`src/rtl/seq_divider32.sv`:
```
// seq_divider32: multi-cycle radix-2 restoring divider for DIV/DIVU.
// Remainder goes to HI and quotient goes to LO.
// A start/busy/done handshake lets the pipeline stall while a division runs.
module seq_divider32 #(
  parameter int unsigned WIDTH = 32
) (
  input  logic             i_clk,
  input  logic             i_rst_n,
  input  logic             i_start,
  input  logic             i_is_signed,
  input  logic [WIDTH-1:0] i_dividend,
  input  logic [WIDTH-1:0] i_divisor,
  output logic             o_busy,
  output logic             o_done,
  output logic [WIDTH-1:0] o_quotient,
  output logic [WIDTH-1:0] o_remainder,
  output logic             o_div_by_zero
);

  localparam int unsigned CntW = (WIDTH > 1) ? $clog2(WIDTH) : 1;
  localparam logic [CntW-1:0] CntLast = CntW'(WIDTH - 1);

  typedef enum logic [1:0] {StIdle, StCalc, StFix} state_e;

  state_e           r_state;
  state_e           w_state_next;
  logic [CntW-1:0]  r_cnt;
  // The restored remainder is always below the divisor, so WIDTH bits hold it.
  // The shifted value and the trial difference need WIDTH+1 bits.
  logic [WIDTH-1:0] r_rem;
  logic [WIDTH-1:0] r_quo;
  logic [WIDTH-1:0] r_dvs_mag;
  logic [WIDTH-1:0] r_dvd_raw;
  logic             r_dvd_neg;
  logic             r_dvs_neg;
  logic             r_dbz;
  logic             r_done;
  logic [WIDTH-1:0] r_quotient;
  logic [WIDTH-1:0] r_remainder;
  logic             r_div_by_zero;

  logic [WIDTH-1:0] w_dvd_mag;
  logic [WIDTH-1:0] w_dvs_mag;
  logic [WIDTH:0]   w_shift;
  logic [WIDTH:0]   w_trial;
  logic [WIDTH-1:0] w_quo_fix;
  logic [WIDTH-1:0] w_rem_fix;

  // Operand magnitudes, result sign fixups and the trial subtraction a + ~b + 1.
  always_comb begin
    w_dvd_mag = (i_is_signed && i_dividend[WIDTH-1]) ? (~i_dividend + WIDTH'(1)) : i_dividend;
    w_dvs_mag = (i_is_signed && i_divisor[WIDTH-1])  ? (~i_divisor + WIDTH'(1))  : i_divisor;
    w_shift   = {r_rem, r_quo[WIDTH-1]};
    w_trial   = w_shift + ~{1'b0, r_dvs_mag} + (WIDTH + 1)'(1);
    w_quo_fix = (r_dvd_neg ^ r_dvs_neg) ? (~r_quo + WIDTH'(1)) : r_quo;
    w_rem_fix = r_dvd_neg ? (~r_rem + WIDTH'(1)) : r_rem;
  end

  // State register.
  always_ff @(posedge i_clk or negedge i_rst_n) begin
    if (!i_rst_n) begin
      r_state <= StIdle;
    end else begin
      r_state <= w_state_next;
    end
  end

  // Next-state logic; a zero divisor skips straight to FIX.
  always_comb begin
    w_state_next = r_state;
    unique case (r_state)
      StIdle: begin
        if (i_start) begin
          w_state_next = (i_divisor == '0) ? StFix : StCalc;
        end
      end
      StCalc: begin
        if (r_cnt == CntLast) begin
          w_state_next = StFix;
        end
      end
      StFix:   w_state_next = StIdle;
      default: w_state_next = StIdle;
    endcase
  end

  // Operand capture, one shift/subtract per CALC edge, result write-back in FIX.
  always_ff @(posedge i_clk or negedge i_rst_n) begin
    if (!i_rst_n) begin
      r_cnt         <= '0;
      r_rem         <= '0;
      r_quo         <= '0;
      r_dvs_mag     <= '0;
      r_dvd_raw     <= '0;
      r_dvd_neg     <= 1'b0;
      r_dvs_neg     <= 1'b0;
      r_dbz         <= 1'b0;
      r_done        <= 1'b0;
      r_quotient    <= '0;
      r_remainder   <= '0;
      r_div_by_zero <= 1'b0;
    end else begin
      r_done <= 1'b0;
      unique case (r_state)
        StIdle: begin
          if (i_start) begin
            r_cnt     <= '0;
            r_rem     <= '0;
            r_quo     <= w_dvd_mag;
            r_dvs_mag <= w_dvs_mag;
            r_dvd_raw <= i_dividend;
            r_dvd_neg <= i_is_signed & i_dividend[WIDTH-1];
            r_dvs_neg <= i_is_signed & i_divisor[WIDTH-1];
            r_dbz     <= (i_divisor == '0);
          end
        end
        StCalc: begin
          // A clear top bit of the trial means the subtraction did not borrow.
          r_rem <= w_trial[WIDTH] ? w_shift[WIDTH-1:0] : w_trial[WIDTH-1:0];
          r_quo <= {r_quo[WIDTH-2:0], ~w_trial[WIDTH]};
          r_cnt <= r_cnt + CntW'(1);
        end
        StFix: begin
          r_done <= 1'b1;
          if (r_dbz) begin
            r_quotient    <= '1;
            r_remainder   <= r_dvd_raw;
            r_div_by_zero <= 1'b1;
          end else begin
            r_quotient    <= w_quo_fix;
            r_remainder   <= w_rem_fix;
            r_div_by_zero <= 1'b0;
          end
        end
        default: ;
      endcase
    end
  end

  assign o_busy        = (r_state != StIdle);
  assign o_done        = r_done;
  assign o_quotient    = r_quotient;
  assign o_remainder   = r_remainder;
  assign o_div_by_zero = r_div_by_zero;

endmodule
```
`config.mk`:
```
export PLATFORM = sky130hd
export DESIGN_NAME = seq_divider32
export DESIGN_NICKNAME = d
export VERILOG_FILES = /design/src/rtl/seq_divider32.sv
export SDC_FILE = /design/constraint.sdc
export NUM_CORES = 1
export LEC_CHECK = 0
export ABC_AREA = 0
export CAP_MARGIN = 5
export CORE_MARGIN = 5
export CORE_UTILIZATION = 50
export DETAILED_ROUTE_END_ITERATION = 10
export GPL_TIMING_DRIVEN = 0
export PLACE_DENSITY = 0.75
export SLEW_MARGIN = 20
export SYNTH_ARGS = -nofsm -noshare
export SYNTH_HDL_FRONTEND = slang
export SYNTH_SLANG_ARGS = --single-unit
```
`constraint.sdc`:
```
create_clock -name i_clk -period 3.35 [get_ports i_clk]
set_clock_uncertainty 0.2 [all_clocks]
set_input_delay 0.5025 -clock i_clk [delete_from_list [all_inputs] [get_ports i_clk]]
set_output_delay 0.5025 -clock i_clk [all_outputs]
set_load 0.1 [all_outputs]
```
; ---- Word level (Yosys, flattened, before mapping)
; Cells that the tools add are included.
[totals]
reg_bits = 204
input_bits = 68
elab_cells = 62
[op_classes]
add_sub_neg = 7
eq_ne = 5
n_mux = 19
bitwise_logic = 9
reduce_logical = 9
[op_table]
columns = op, count
row1 = 32-bit 2-to-1 mux, 9
row2 = 32-bit by 1-bit adder with 32-bit output (second input constant), 4
row3 = 32-bit inverter, 4
row4 = 32-bit case mux with 2 select lines, 2
row5 = 33-bit by 1-bit adder with 33-bit output (second input constant), 1
row6 = 33-bit adder, 1
row7 = 32-bit inverter with 33-bit output, 1
row8 = 32-bit logical NOT, 1
row9 = 5-bit case mux with 2 select lines, 1
row10 = 2-bit 2-to-1 mux, 3
row11 = 2-bit AND reduction, 3
row12 = 5-bit by 1-bit adder with 5-bit output (second input constant), 1
row13 = 5-bit == test (second input constant), 1
row14 = 5-bit 2-to-1 mux, 1
row15 = 2-bit != test (second input constant), 2
row16 = 2-bit case mux with 2 select lines, 1
row17 = 2-bit nonzero test, 2
row18 = 1-bit bitwise AND, 2
row19 = 2-bit by 1-bit == test with 1-bit output (second input constant), 1
row20 = 2-bit == test (second input constant), 1
row21 = 1-bit logical AND, 2
row22 = 2-bit logical NOT, 1
row23 = 1-bit 2-to-1 mux, 2
row24 = 1-bit inverter, 1
row25 = 1-bit bitwise XOR, 1

; ---- Logic depth before layout (Yosys ltp)
; Gate-level depths: netlist (run 1).
[logic_depth]
depth_word = 5
mapped_depth = 15
ltp_nobuf = 13

; ---- Worst setup path after synthesis (run 1)
; No wires, ideal clock.
[synth_timing]
path_kind = reg-to-reg
from = register r_quo[31]
to = register r_rem[14]
setup_ps = 129
arrival_time_ps = 3044
t_required_ps = 3021
slack_ps = -23
stages_incl_launch_ff = 16
n_path_buf = 2
cell_sequence = dfrtp_1 inv_1 ha_1 fa_1 nor2b_1 o2111ai_1 a21oi_1 o21ai_0 a311oi_1 o21ai_0 xnor2_1 buf_2 clkbuf_1 nor2_1 a31oi_1 o21ai_0
[synth_between]
elab_chain_len = 4
[synth_rtl]
columns = item, line
row1 = start: declaration, 31  ; logic [WIDTH-1:0] r_quo;
row2 = start signal: assignment, 109  ; r_quo <= w_dvd_mag;
row3 = start signal: assignment, 120  ; r_quo <= {r_quo[WIDTH-2:0], ~w_trial[WIDTH]};
row4 = 33-bit adder, 54  ; w_trial = w_shift + ~{1'b0, r_dvs_mag} + (WIDTH + 1)'(1);
row5 = 33-bit by 1-bit adder with 33-bit output, 54
row6 = 32-bit 2-to-1 mux, 119  ; r_rem <= w_trial[WIDTH] ? w_shift[WIDTH-1:0] : w_trial[WIDTH-1:0];
row7 = 32-bit case mux with 2 select lines, 104  ; unique case (r_state)
row8 = end signal: assignment, 119
row9 = end: declaration, 30  ; logic [WIDTH-1:0] r_rem;
; Every way passes these cells.
; A chain may end at the register's enable or synchronous reset.

; ---- Final worst setup path (run 1)
; Ends and elaborated chain as after synthesis.

==> results of run 1 <==
power groups by stage:
stage          sequential (mW)  combinational (mW)  clock, mW
4_1_cts                   4.49                10.7       2.25
6_report                  4.57                11.6       2.22
5_1_grt                   4.69                12.7       2.34
3_3_place_gp              4.46                9.63          0
2_1_floorplan             4.96                6.98          0
3_5_place_dp              4.50                9.86          0
repair_timing:
action / in CTS / in global routing
buffers inserted: 17 / 8
pin swaps: 16 / 16
endpoints found under the hold margin: 40 / 0
hold buffers: 1 / 0
resized for setup: 57 / 62
gates cloned: 0 / 2
endpoints found under the setup margin: 41 / 53
sequential cells by signal, indices dropped and copies added, names as in the netlist:
name / count
o_remainder: 32
o_quotient: 32
r_cnt: 5
r_dbz: 1
r_dvs_mag: 32
r_quo: 32
r_rem: 32
r_state: 2
o_done: 1
r_dvd_neg: 1
r_dvd_raw: 32
o_div_by_zero: 1
r_dvs_neg: 1
routing by layer:
metal,vias up,track usage,wire (um)
met4,0,0.0709,962
met1,5497,0.317,14800
met3,79,0.0302,2440
li1,5562,-,-
met2,439,0.439,18000
met5,-,0,0
layout make-up:
class / count / area, um2
buffer: 77 / 359
tap: 324 / 405
clock inverter: 5 / 40.0
multi-input combinational: 1150 / 7120
inverter: 60 / 228
fill: 2143 / 8880
timing repair buffer: 164 / 1640
sequential: 204 / 5120
clock buffer: 29 / 597
worst max path at each step:
stage              start               to  depth (start not counted)
5_1_grt        r_rem[12]  o_remainder[29]                         10
2_1_floorplan  r_quo[31]        r_rem[25]                         14
3_3_place_gp     i_rst_n    r_dvs_mag[28]                          1
6_report       r_quo[31]        r_rem[14]                         16
3_5_place_dp   r_quo[31]        r_rem[26]                         14
4_1_cts        r_quo[31]        r_rem[29]                         15
per-stage QoR:
step | TNS, ps | std cells
6_report | 0 | 2013
5_1_grt | -1050 | 2013
4_1_cts | -1.40 | 2003
3_5_place_dp | -35880 | 1954
3_3_place_gp | -1397220 | 1952
2_1_floorplan | 0 | 1494
worst reg2reg max path, delay by kind of cell, from the launching register on:
family                   cells  cell delay [ps]
AO/OA/AOI/OAI                7             1030
buffers and inverters        4              620
adder cells (fa/ha/maj)      2              540
flip-flops                   1              430
AND/OR/NAND/NOR              2              200
XOR/XNOR                     1              180
logic make-up (layout without fill, tap and decap cells):
logic type | after synthesis | in the layout | synth area share
mux | 23 | 23 | 0.0185
compound gates | 443 | 443 | 0.207
fa+ha+maj | 39 | 39 | 0.0398
flops | 204 | 204 | 0.411
simple gates | 495 | 495 | 0.174
buf+inv | 140 | 335 | 0.0445
xor+xnor | 150 | 150 | 0.106
placed cells by master (no fill, tap or decap), drive strengths merged, types with 3 or more instances in the layout:
cell           Yosys  routed
a21o              15      15
a21oi            128     128
a221oi             3       3
a22oi             31      31
a311oi             3       3
a31oi             13      13
and2               6       6
and3               7       7
buf                5      33
clkbuf            75     103
clkdlybuf4s50      0     133
clkinv             1       6
dfrtp            204     204
ha                38      38
inv               59      59
mux2i             23      23
nand2            229     229
nand2b            13      13
nand3             34      34
nand4              8       8
nor2             131     131
nor2b              6       6
nor3              24      24
nor4              10      10
o21a               8       8
o21ai            186     186
o21bai             5       5
o31ai             23      23
o41ai             11      11
or3               11      11
or4               11      11
xnor2             77      77
xor2              73      73
==> flow_summary.json, run 1 <==
{
  "status": "complete, no violations",
  "arrival_ps": 3520,
  "initialDrtViolationCount": 1168,
  "worst-setup-path-type": "reg -> reg",
  "vias_per_cell": 5.75,
  "place_area_um2": 14200,
  "core-area_um2": 24400,
  "rrSetupSlack_ps": 20,
  "clk_pin_slew_ps": 60,
  "synth_nets": 1601,
  "timing.rr.end": "r_rem[14]",
  "synth-edff-count": 0,
  "htree_levels": 1,
  "worstPathRequired_ps": 3540,
  "power.leakage_nw": 6.66,
  "worst_ir_drop_vdd_mv": 0.584,
  "pwr_density_cell_nw_per_um2": 1190,
  "cts_tree": "built",
  "die_y_um": 168,
  "holdWs_ps": 222,
  "vias": 11577,
  "crit_chain": "inv_4 -> ha_4 -> fa_2 -> nor2b_4 -> o2111ai_4 -> a21oi_2 -> o21ai_2 -> a311oi_2 -> buf_4 -> o21ai_4 -> xnor2_2 -> buf_6 -> clkbuf_16 -> nor2_4 -> a31oi_1 -> o21ai_1",
  "grt_pass1_vias": 11432,
  "fin_crit_ps": 3330,
  "core.rowCount": 57,
  "swShare": 0.477,
  "finalWirelength_um": 36200,
  "design_area_um2": 15500,
  "clockRootBuffer": "clkbuf_16",
  "yosysWarnings": 0,
  "grt_util_all_layers": 0.247,
  "slowest_delay_ps": 430,
  "synth_area_leaders": "dfrtp_1 (41%), o21ai_0 (7.4%), nand2_1 (6.9%)",
  "synth.largest_area_cell": "dfrtp_1",
  "drv_slew": 0,
  "r2r_start": "r_quo[31]",
  "cp-end-kind": "flop",
  "slew_headroom": 0.338,
  "reg2reg_depth": 16,
  "final_util": 0.636,
  "dpl.hpwl_um": 26900,
  "firstDrtPassIters": 6,
  "grt_overflow": 0,
  "crit_buf_inv": 4,
  "cp_slowest_cell": "dfrtp_2",
  "yosysUniqueCellTypes": 56,
  "power_switching_mw": 8.80,
  "die_area_um2": 28100,
  "syn_area_per_cell_um2": 8.32,
  "total_power_mw": 18.4,
  "clk_path_buf_depth": 3,
  "start_util": 0.510,
  "cap_violations": 0,
  "gp_congestion": 0.905,
  "fmax_ghz": 0.300,
  "cts_sinks": 204,
  "num_io_pins": 135,
  "yosys-top-cells-count": "nand2_1 (228), dfrtp_1 (204), o21ai_0 (185)",
  "die_w_um": 168,
  "pre_cts_slack_ps": -1240,
  "tightest_slew_ps": 990,
  "cts_buffers": 22,
  "hold_path.class": "in -> async",
  "netlist_area_um2": 12400,
  "grt_first_pass_wirelength_um": 57700,
  "drc_errors": 0,
  "syn2layout_area_growth_pct": 24.7,
  "yosysMostFrequentCell": "nand2_1",
  "seq_power_share": 0.248,
  "numPortBuffers": 134,
  "finalSetupViolations": 0,
  "final_layout_size_suffix_gt1_frac": 0.0823,
  "nNetsFinal": 1786,
  "synthCells": 1494,
  "final-hold-violation-count": 0,
  "p_int_mw": 9.63,
  "ys_async_sr_fraction": 1.00,
  "drtAntennaViolNets": 0,
  "clk_latency_ps": 520,
  "antenna_found_initial": 0,
  "yosys.area.top_type_share": 0.411,
  "synth_flop_cell": "dfrtp_1",
  "cp-start-kind": "flop",
  "rsz0062_at_grt": "true",
  "post_drt_wl_per_cell_um": 18.0,
  "finalCritPeriodShare": 0.995,
  "p_comb_frac": 0.632,
  "grt_max_degree": 90,
  "fin_ws_ps": 16.6,
  "clkPwrFrac": 0.120,
  "ys_seq_elements": 204,
  "worst-path-max-fanout": 7,
  "critPathTopFamily": "compound AO/OA/AOI/OAI gates",
  "ys_seq_area_frac": 0.411,
  "diodes": 0
}
Note: power is estimated with default switching activity, not from simulation.
==> inputs of run 2 (changes only) <==
==> constraint.sdc (replaced) <==
create_clock -name i_clk -period 2.9 [get_ports i_clk]
set_clock_uncertainty 0.2 [all_clocks]
set_input_delay 0.435 -clock i_clk [delete_from_list [all_inputs] [get_ports i_clk]]
set_output_delay 0.435 -clock i_clk [all_outputs]
set_load 0.1 [all_outputs]
==> run 2 against run 1 <==
Effect of this change:
- the flow now finishes with violations (setup timing)
- routed wire length is 3.6% higher
- power increased by 26%
- largest cell class unchanged
- fmax grew 0.87%
- critical endpoint is now o_quotient[30]
- combinational power grew 29%
- global-route usage grew 0.57 points
- register-to-register slack worse by 420 ps
- cell area up 5.3%
==> flow_summary.json, run 2 (synthesis gave the netlist of run 1 again) <==
{
  "final_util": 0.669,
  "post_drt_wl_per_cell_um": 18.2,
  "layout_common_cells": "nand2_1 (216), dfrtp_1 (192), clkdlybuf4s50_1 (132)",
  "grt_util_all_layers": 0.252,
  "num_io_pins": 135,
  "regArea_um2": 5120,
  "power.leakage_nw": 6.99,
  "status": "finished with violations",
  "rrSetupSlack_ps": -400,
  "drv_slew": 0,
  "cp-end-kind": "flop",
  "cts_sinks": 204,
  "firstDrtPassIters": 6,
  "core.rowCount": 57,
  "die_w_um": 168,
  "tightest_slew_ps": 994,
  "multiInputGateArea_um2": 7500,
  "slew_headroom": 0.336,
  "htree_levels": 1,
  "dpl.hpwl_um": 27000,
  "finalWirelength_um": 37500,
  "crit_start": "r_quo[0]",
  "critPathCapture": "o_quotient[30]",
  "clk_path_buf_depth": 3,
  "die_area_um2": 28100,
  "vias": 11828,
  "n_fill_cell": 1983,
  "diodes": 0,
  "violations": "setup timing",
  "nNetsFinal": 1824,
  "finalSetupViolations": 46,
  "clk_pin_slew_ps": 60,
  "grt_overflow": 0,
  "worst-setup-path-type": "reg -> reg",
  "r2r_start": "r_quo[0]",
  "initialDrtViolationCount": 977,
  "cp-start-kind": "flop",
  "pwr_density_cell_nw_per_um2": 1420,
  "clockRootBuffer": "clkbuf_16",
  "cap_violations": 0,
  "drc_errors": 0,
  "timing.rr.end": "o_quotient[30]",
  "arrival_ps": 3510,
  "grt_first_pass_wirelength_um": 58700,
  "worst-path-max-fanout": 2,
  "hold_path.class": "in -> async",
  "vias_per_cell": 5.75,
  "grt_pass1_vias": 11566,
  "drtAntennaViolNets": 0,
  "worstPathRequired_ps": 3100,
  "total_power_mw": 23.2,
  "fmax_ghz": 0.303,
  "worst_ir_drop_vdd_mv": 0.672,
  "cts_buffers": 23,
  "syn2layout_area_growth_pct": 31.3,
  "fin_crit_ps": 3300,
  "final_layout_size_suffix_gt1_frac": 0.137,
  "gp_congestion": 0.947,
  "finalCritPeriodShare": 1.14,
  "start_util": 0.510,
  "reg2reg_depth": 12,
  "clk_latency_ps": 530,
  "cts_tree": "built",
  "fin_ws_ps": -405,
  "layout_commonest_cell": "nand2_1",
  "core-area_um2": 24400,
  "final-hold-violation-count": 0,
  "numPortBuffers": 134,
  "rsz0062_at_grt": "true",
  "grt_max_degree": 88,
  "antenna_found_initial": 0,
  "die_y_um": 168
}
[run 2: cell types whose count changed in the layout (fill, tap and decap cells not counted), moves of 6 or more]
cell,before,now
buf_6,2,10
nand2_1,226,216
o31ai_4,1,8
o21ai_1,19,42
nand2_2,2,8
buf_4,24,54
o21ai_0,162,125
o21ai_2,4,16
[run 2: worst min path at each step]
stage,start,to,slack (ps),depth (start not counted)
after floorplan,i_rst_n,o_div_by_zero,-60,0
after global placement,r_dvs_mag[9],r_dvs_mag[9],260,2
after detailed placement,i_rst_n,o_quotient[4],130,1
after CTS,i_rst_n,o_quotient[4],170,2
after global routing,i_rst_n,o_quotient[4],210,2
final,i_rst_n,o_quotient[4],170,2
[run 2: area by class of cell]
| class | count | area share |
|---|---|---|
| sequential | 204 | 0.314 |
| buffer | 76 | 0.0218 |
| multi-input combinational | 1150 | 0.459 |
| clock inverter | 7 | 0.00490 |
| tap | 324 | 0.0248 |
| clock buffer | 34 | 0.0415 |
| inverter | 60 | 0.0138 |
| timing repair buffer | 202 | 0.120 |
[run 2: where the power goes]
part	switching [mW]	leakage [nW]	total (mW)	internal, mW
Clock	1.20	0.368	2.91	1.71
Combinational	8.49	4.02	15.0	6.49
Sequential	1.27	2.60	5.28	4.00
[run 2: what timing repair did]
action,CTS,global route
hold buffers,1,0
gates resized for setup,117,68
endpoints found under the hold margin,117,0
pin swaps,28,36
endpoints found under the setup margin,65,63
setup buffers,38,30
cloned,2,0
[run 2: worst max-delay path: stages (launching register included)]
cell and delay (ps):
dfrtp_2 430, inv_2 90, ha_4 150, nor3b_4 230
nand2_2 110, nor2_4 90, nand2_2 90, or4_4 460
or3_4 390, or4_4 460, o31ai_4 200, xor2_1 180
a21oi_1 80
[run 2: through the flow]
| stage | setup WS (ps) | cell area (um2) | hold slack, ps | instances | TNS [ps] |
|---|---|---|---|---|---|
| floorplan | -232 | 12600 | -60.6 | 1494 | -1790 |
| global placement | -7120 | 14400 | 262 | 1952 | -1494940 |
| detailed placement | -1030 | 14400 | 130 | 1954 | -50830 |
| CTS | -401 | 15900 | 166 | 2033 | -12060 |
| global route | -525 | 16300 | 209 | 2057 | -18840 |
| finish | -405 | 16300 | 166 | 2057 | -14310 |
[run 2: routing by layer]
| layer | vias up | global-route usage | part of all wire |
|---|---|---|---|
| met5 | - | 0 | 0 |
| met2 | 469 | 0.449 | 0.50 |
| met4 | 0 | 0.0875 | 0.035 |
| met3 | 90 | 0.0365 | 0.060 |
| met1 | 5621 | 0.315 | 0.40 |
| li1 | 5648 | - | - |
==> inputs of run 3 (changes only) <==
--- a/config.mk
+++ b/config.mk
@@ -7,7 +7,7 @@
 export LEC_CHECK = 0
 export ABC_AREA = 0
 export CAP_MARGIN = 5
-export CORE_MARGIN = 5
+export CORE_MARGIN = 3
 export CORE_UTILIZATION = 50
 export DETAILED_ROUTE_END_ITERATION = 10
 export GPL_TIMING_DRIVEN = 0
==> run 3 against run 2 <==
Effect of this change:
- the flow still finishes with violations (setup timing)
- power down 0.94%
- sequential power about the same
- final cell count down 0.58%
- worst hold slack worse by 6.0 ps
- first-iteration DRC count up 4.1%
- largest cell class unchanged
- largest power group unchanged
==> flow_summary.json, run 3 (synthesis gave the netlist of run 1 again) <==
{
  "grt_max_degree": 100,
  "die_y_um": 164,
  "drv_slew": 0,
  "clockRootBuffer": "clkbuf_16",
  "power_switching_mw": 10.8,
  "rsz0062_at_grt": "true",
  "htree_levels": 1,
  "firstDrtPassIters": 6,
  "numPortBuffers": 134,
  "holdWs_ps": 160,
  "grt_pass1_vias": 11381,
  "setup_tns_ps": -13760,
  "syn2layout_area_growth_pct": 30.2,
  "pre_cts_slack_ps": -1030,
  "core.rowCount": 57,
  "grt_overflow": 0,
  "finalSetupViolations": 42,
  "gp_congestion": 0.981,
  "cts_tree": "built",
  "clk_pin_slew_ps": 60,
  "grt_first_pass_wirelength_um": 58000,
  "design_area_um2": 16200,
  "antenna_found_initial": 1,
  "fin_crit_ps": 3360,
  "clk_path_buf_depth": 3,
  "cts_sinks": 204,
  "post_drt_wl_per_cell_um": 18.1,
  "finalCritPeriodShare": 1.16,
  "grt_util_all_layers": 0.269,
  "final_layout_size_suffix_gt1_frac": 0.127,
  "die_area_um2": 26800,
  "tightest_slew_ps": 985,
  "violations": "setup timing",
  "n_fill_cell": 2025,
  "regArea_um2": 5120,
  "nNetsFinal": 1813,
  "cp-end-kind": "flop",
  "num_io_pins": 135,
  "worst-path-max-fanout": 3,
  "drc_errors": 0,
  "seq_power_share": 0.229,
  "cap_violations": 0,
  "hold_path.class": "in -> reg",
  "p_comb_frac": 0.640,
  "clkPwrFrac": 0.131,
  "final_util": 0.664,
  "worst-setup-path-type": "reg -> reg",
  "place_area_um2": 14400,
  "final-hold-violation-count": 0,
  "worst_ir_drop_vdd_mv": 0.669,
  "status": "finished with violations",
  "vias_per_cell": 5.74,
  "drtAntennaViolNets": 0,
  "fmax_ghz": 0.297,
  "swShare": 0.471,
  "die_w_um": 164,
  "clk_latency_ps": 530,
  "multiInputGateArea_um2": 7440,
  "p_int_mw": 12.1,
  "layout_commonest_cell": "nand2_1",
  "cp-start-kind": "flop",
  "start_util": 0.510,
  "core-area_um2": 24400,
  "fin_ws_ps": -464,
  "pwr_density_cell_nw_per_um2": 1420,
  "dpl.hpwl_um": 26700,
  "diodes": 0,
  "initialDrtViolationCount": 1017,
  "layout_common_cells": "nand2_1 (217), dfrtp_1 (191), o21ai_0 (142)",
  "cts_buffers": 23,
  "arrival_ps": 3560,
  "power.leakage_nw": 6.94,
  "worstPathRequired_ps": 3100,
  "finalWirelength_um": 37000,
  "vias": 11740,
  "slew_headroom": 0.342
}
## run 3: stage by stage
stage | instances | total power [mW]
after floorplan | 1494 | 14.3
after global placement | 1952 | 16.8
after detailed placement | 1954 | 17.1
after CTS | 2028 | 21.8
after global routing | 2045 | 24.5
final | 2045 | 22.9
## run 3: critical path: stages (launching register included)
cell	delay, ps
dfrtp_2	400
or3_4	390
or3_4	360
nor3_4	210
nand4_1	260
or4_4	610
o31ai_4	190
xor2_1	300
nor2_1	80
a21oi_1	130
o21ai_0	90
## run 3: path summary, 6_finish.rpt
check / start / endpoint / slack (ps) / cells after the start
setup / recovery: r_rem[13] / o_remainder[31] / -460 / 10
hold / removal: i_divisor[3] / r_dvs_mag[3] / 160 / 3
setup reg to reg: r_rem[13] / o_remainder[31] / -460 / 10
hold reg to reg: r_dvs_mag[6] / r_dvs_mag[6] / 280 / 2
max in group asynchronous: i_rst_n / r_rem[11] / 1170 / 4
min in group asynchronous: i_rst_n / o_quotient[4] / 170 / 2
## run 3: area by class of cell
cell class	instances	area share
multi-input cells	1150	0.459
flip-flops and latches	204	0.316
repair buffers	192	0.116
clock buffers	34	0.0418
well taps	324	0.0250
plain buffers	75	0.0217
inverters	60	0.0139
clock inverters	6	0.00603
## run 3: power by group through the flow
stage | sequential, mW | clock [mW] | combinational, mW
2_1_floorplan | 5.77 | 0 | 8.57
3_3_place_gp | 5.19 | 0 | 11.6
3_5_place_dp | 5.22 | 0 | 11.9
4_1_cts | 5.19 | 3.03 | 13.6
5_1_grt | 5.40 | 3.15 | 15.9
6_report | 5.26 | 3.01 | 14.7
## run 3: timing repair
action | 4_1_cts | 5_1_grt
resized for setup | 88 | 62
endpoints found under the hold margin | 105 | 0
hold buffers | 1 | 0
pin swaps | 22 | 29
cloned | 2 | 0
setup buffers | 35 | 19
setup endpoints to repair | 66 | 66
## run 3: metal layers
layer / routed length, um / up-vias / GRT usage / part of all wire
li1: - / 5630 / - / -
met1: 15200 / 5577 / 0.348 / 0.41
met2: 18300 / 454 / 0.471 / 0.49
met3: 2320 / 79 / 0.0305 / 0.063
met4: 1160 / 0 / 0.0892 / 0.031
met5: 0 / - / 0 / 0
